[src/rtl/fetch_entry_queue.sv]
`default_nettype none
// ============================================================================
//  Module   : fetch_entry_queue
//  Brief    : In-order circular buffer between the frontend realigner and
//             decode, with flush and optional empty-queue bypass.
//  Revision : 1.0 - initial release
// ============================================================================
module fetch_entry_queue #(
    parameter int unsigned CVA6Cfg       = 0,
    parameter type         FETCH_ENTRY_T = logic [63:0],
    parameter int unsigned DEPTH         = 4,
    parameter bit          FALL_THROUGH  = 1'b0
) (
    input  logic                              clk_i,
    input  logic                              rst_i,
    input  logic                              flush_i,
    input  logic                              push_valid_i,
    input  logic [$bits(FETCH_ENTRY_T)-1:0]   push_entry_i,
    output logic                              push_ready_o,
    output logic [$bits(FETCH_ENTRY_T)-1:0]   fetch_entry_o,
    output logic                              fetch_entry_valid_o,
    input  logic                              fetch_entry_ready_i,
    output logic [$clog2(DEPTH):0]            usage_o
);

    localparam int unsigned c_entry_w = $bits(FETCH_ENTRY_T);
    localparam int unsigned c_ptr_w   = $clog2(DEPTH);
    localparam int unsigned c_cnt_w   = c_ptr_w + 1;

    localparam logic [c_cnt_w-1:0] c_cnt_depth = c_cnt_w'(DEPTH);
    localparam logic [c_cnt_w-1:0] c_cnt_one   = c_cnt_w'(1);
    localparam logic [c_ptr_w-1:0] c_ptr_one   = c_ptr_w'(1);

    logic [c_entry_w-1:0] r_mem [DEPTH];
    logic [c_ptr_w-1:0]   r_rd_ptr;
    logic [c_ptr_w-1:0]   r_wr_ptr;
    logic [c_cnt_w-1:0]   r_count;

    logic w_not_empty;
    logic w_push_fire;
    logic w_pop_fire;
    logic w_bypass;
    logic w_store;
    logic w_advance;

    assign w_not_empty  = (r_count != '0);
    assign push_ready_o = (r_count != c_cnt_depth);
    assign usage_o      = r_count;

    assign w_push_fire  = push_valid_i && push_ready_o && !flush_i;
    assign w_pop_fire   = fetch_entry_valid_o && fetch_entry_ready_i && !flush_i;

    // An entry handed straight through an empty queue never touches storage.
    assign w_bypass     = w_push_fire && w_pop_fire && !w_not_empty;
    assign w_store      = w_push_fire && !w_bypass;
    assign w_advance    = w_pop_fire && !w_bypass;

    generate
        if (FALL_THROUGH) begin : g_fall_through
            // Bypass is suppressed while reset is held so outputs read idle.
            assign fetch_entry_valid_o = w_not_empty || (push_valid_i && !rst_i);
            assign fetch_entry_o       = (w_not_empty || rst_i) ? r_mem[r_rd_ptr]
                                                                : push_entry_i;
        end else begin : g_registered
            assign fetch_entry_valid_o = w_not_empty;
            assign fetch_entry_o       = r_mem[r_rd_ptr];
        end
    endgenerate

    always_ff @(posedge clk_i or posedge rst_i) begin
        if (rst_i) begin
            r_rd_ptr <= '0;
            r_wr_ptr <= '0;
            r_count  <= '0;
        end else if (flush_i) begin
            r_rd_ptr <= '0;
            r_wr_ptr <= '0;
            r_count  <= '0;
        end else begin
            if (w_store) begin
                r_wr_ptr <= r_wr_ptr + c_ptr_one;
            end
            if (w_advance) begin
                r_rd_ptr <= r_rd_ptr + c_ptr_one;
            end
            case ({w_store, w_advance})
                2'b10:   r_count <= r_count + c_cnt_one;
                2'b01:   r_count <= r_count - c_cnt_one;
                default: r_count <= r_count;
            endcase
        end
    end

    always_ff @(posedge clk_i or posedge rst_i) begin
        if (rst_i) begin
            for (int i = 0; i < int'(DEPTH); i++) begin
                r_mem[i] <= '0;
            end
        end else if (w_store) begin
            r_mem[r_wr_ptr] <= push_entry_i;
        end
    end

`ifndef SYNTHESIS
    logic [c_ptr_w-1:0] w_ptr_diff;
    assign w_ptr_diff = r_wr_ptr - r_rd_ptr;

    always @(posedge clk_i) begin
        if (!rst_i) begin
            assert (!(w_push_fire && (r_count == c_cnt_depth)))
                else $error("fetch_entry_queue: push while full");
            assert (r_count <= c_cnt_depth)
                else $error("fetch_entry_queue: count overflow (cfg %0d)", CVA6Cfg);
            assert ((r_count == c_cnt_depth) || (r_count == {1'b0, w_ptr_diff}))
                else $error("fetch_entry_queue: count/pointer mismatch");
        end
    end
`endif

endmodule
`default_nettype wire

[config.mk]
export PLATFORM = sky130hd
export DESIGN_NAME = fetch_entry_queue
export DESIGN_NICKNAME = d
export VERILOG_FILES = /design/src/rtl/fetch_entry_queue.sv
export SDC_FILE = /design/constraint.sdc
export NUM_CORES = 1
export LEC_CHECK = 0
export ABC_AREA = 1
export CAP_MARGIN = 20
export CORE_AREA = 2 2 144 146
export DETAILED_ROUTE_END_ITERATION = 7
export DIE_AREA = 0 0 146 148
export GPL_TIMING_DRIVEN = 0
export HOLD_SLACK_MARGIN = 0.05
export PLACE_DENSITY = 0.87
export SLEW_MARGIN = 20
export SYNTH_ARGS = -nofsm -noshare
export SYNTH_HDL_FRONTEND = slang
export SYNTH_SLANG_ARGS = --single-unit
[constraint.sdc]
create_clock -name clk_i -period 20.9 [get_ports clk_i]
set_clock_uncertainty 0.1 [all_clocks]
set_input_delay 5.225 -clock clk_i [delete_from_list [all_inputs] [get_ports clk_i]]
set_output_delay 5.225 -clock clk_i [all_outputs]
set_load 0.1 [all_outputs]
==> results.ini <==
[status]
outcome = complete, no violations

[setup_path]
r2r_setup_slack_ps = 18710
cp_max_fo = 10
crit_chain = inv_1 -> clkbuf_1 -> clkbuf_1 -> o21ai_0 -> o22ai_1 -> clkdlybuf4s50_1
cpMostUsedCell = clkbuf_1
start_kind = flop
critPathMaxStageDelay_ps = 1180
required_ps = 15580
rr_endpoint = usage_o[2]
rr_startpoint = usage_o[1]
cp_slowest_cell = clkdlybuf4s50_1
critical_path_arrival_ps = 3580
crit_path_start = r_rd_ptr[1]
reg2reg_depth = 11
critical_path_class = flop to primary output
endpoint_kind = primary output
cp-endpoint = fetch_entry_o[25]

[timing]
rsz0062_at_grt = no
setup_viol = 0
timing.final.crit_share_pct = 42.6
whs_ps = 376
hold_violations = 0
fmax_ghz = 0.112
worst_pin_slew_ps = 997
post-route-min-period_ps = 8910
slew_headroom_pct = 33.3
final.setup.tns_ps = 0
final_max_slew_viol_count = 0

[floorplanning]
rows = 52
ios = 138
start_util_pct = 59.9
fp.dieW_um = 146
core_um2 = 20000
floorplan.die_area_um2 = 21600
die_height_um = 148

[place]
dp.final_hpwl_um = 20700
dp.cells = 1719
numPortBuffers = 137
routabilityCongestion = 0.856
placed_area_um2 = 13800

[logic_synthesis]
synth_cell_types = 24
syn_area_per_cell_um2 = 9.16
ys_ff_latch = 263
synth_seq_area_share_pct = 54.9
synth_warnings = 0
syn-num-nets = 1384
synth_area_um2 = 12000
netlist_instances = 1310

[worst_hold_path]
hp-class = flop to flop

[finish]
diodes = 0
nets = 1552
fin_area_um2 = 14700
fill_cells = 1443
stdcell_count = 1767
drive_gt1_share_pct = 12.4
area_delta_synth_final_pct = 22.2

[cts]
ctsHtreeMaxLevel = 1
post-cts-setup-buffers = 0
path_clk_slew_ps = 70
clk_path_buf_depth = 3
cts_tree = built
cts.sinks = 263
clock_latency_ps = 530
numCtsBuffers = 27
root_buffer = clkbuf_16
cts_resized = 0
cts_hold_buf = 0

[routing]
dr.pass1.iters = 5
wl_per_cell_um = 18.2
viasPerCell = 5.83
drtIter0Drc = 1137
drc_errors = 0
wirelength_um = 32200
antenna_left = 0
num_vias = 10300

[grt]
grt_pass1_wl_um = 52400
overflow = 0
grt_usage_pct = 29.9
grt_max_degree = 100
grt_pass1_vias = 10397
antenna_found_initial = 0

[run]
timing.max_cap.violations = 0

placed cells by master (no fill, tap or decap):
| cell type | count |
|---|---|
| nor2_1 | 128 |
| nand2_4 | 6 |
| a21boi_2 | 1 |
| nor2_2 | 1 |
| clkinv_4 | 1 |
| nand2_1 | 273 |
| buf_1 | 6 |
| ha_1 | 4 |
| o21ai_1 | 185 |
| inv_8 | 1 |
| inv_1 | 73 |
| nand4_1 | 1 |
| clkbuf_8 | 15 |
| bufinv_16 | 2 |
| fa_1 | 1 |
| o21ai_2 | 72 |
| dfrtp_1 | 263 |
| buf_2 | 3 |
| clkinv_2 | 5 |
| buf_6 | 44 |
| buf_4 | 4 |
| o21ai_0 | 132 |
| clkbuf_1 | 39 |
| clkbuf_16 | 27 |
| o22ai_1 | 64 |
| nand3_1 | 2 |
| buf_16 | 2 |
| a21oi_1 | 3 |
| clkdlybuf4s50_1 | 137 |
| nor2_8 | 1 |
| xnor2_1 | 1 |
area by class of cell:
class                   count  area (um^2)  share of cell area (%)
flip-flops and latches    263         6580                    44.9
multi-input cells         875         4340                    29.6
repair buffers            139         1430                    9.73
plain buffers              98          797                    5.44
clock buffers              40          795                    5.42
well taps                 270          338                    2.31
inverters                  74          285                    1.95
clock inverters             8         93.8                   0.640
sequential cells by signal, summed over array words and instances (netlist names):
name	flops
r_rd_ptr	2
usage_o	3
r_mem	256
r_wr_ptr	2
metrics by stage:
step	utilization [%]	setup WS, ps
after CTS	73.1	12040
after global placement	68.4	5360
final	73.1	11990
after global routing	73.1	11840
after detailed placement	68.7	12600
after floorplan	-	8330
per-layer routing:
layer | global-route usage, % | vias to the layer above | share of wire [%]
met2 | 49.6 | 509 | 48
met1 | 40.0 | 4991 | 40
met4 | 12.8 | 0 | 3.4
li1 | - | 4708 | -
met5 | 0 | - | 0
met3 | 4.29 | 92 | 7.9
worst min path at each step:
stage	start	end	cells after the start	slack, ps
2_1_floorplan	r_mem[127]	r_mem[127]	2	350
3_3_place_gp	r_mem[81]	r_mem[81]	2	360
3_5_place_dp	r_mem[177]	r_mem[177]	2	360
4_1_cts	r_mem[127]	r_mem[127]	2	380
5_1_grt	r_mem[102]	r_mem[102]	2	390
6_report	r_mem[127]	r_mem[127]	2	380
Yosys cell counts, drive strengths merged:
cell type | number | area, um^2
a21boi | 1 | 11.3
a21oi | 3 | 15.0
buf | 57 | 563
clkbuf | 41 | 234
dfrtp | 263 | 6580
fa | 1 | 20.0
ha | 4 | 50.1
inv | 74 | 278
nand2 | 279 | 1090
nand3 | 2 | 10.0
nand4 | 1 | 6.26
nor2 | 130 | 507
o21ai | 389 | 2220
o22ai | 64 | 400
xnor2 | 1 | 8.76
worst max-delay path, delay by kind of cell (launching register included):
kind,cells,cell delay [ps]
buffers and inverters,4,2210
DFF,1,410
AOI/OAI and AO/OA,2,410
kinds of logic after synthesis:
group                      Yosys count  synth area share, %
AOI/OAI and AO/OA                  457                 22.0
xor gates and xnor gates             1               0.0730
adders and majority gates            5                0.584
and+or+nand+nor                    412                 13.5
buffers and inverters              172                 8.96
DFF                                263                 54.9
Power is not shown: default switching activity piles up to over one toggle a cycle in this logic, so the estimate is an artifact.
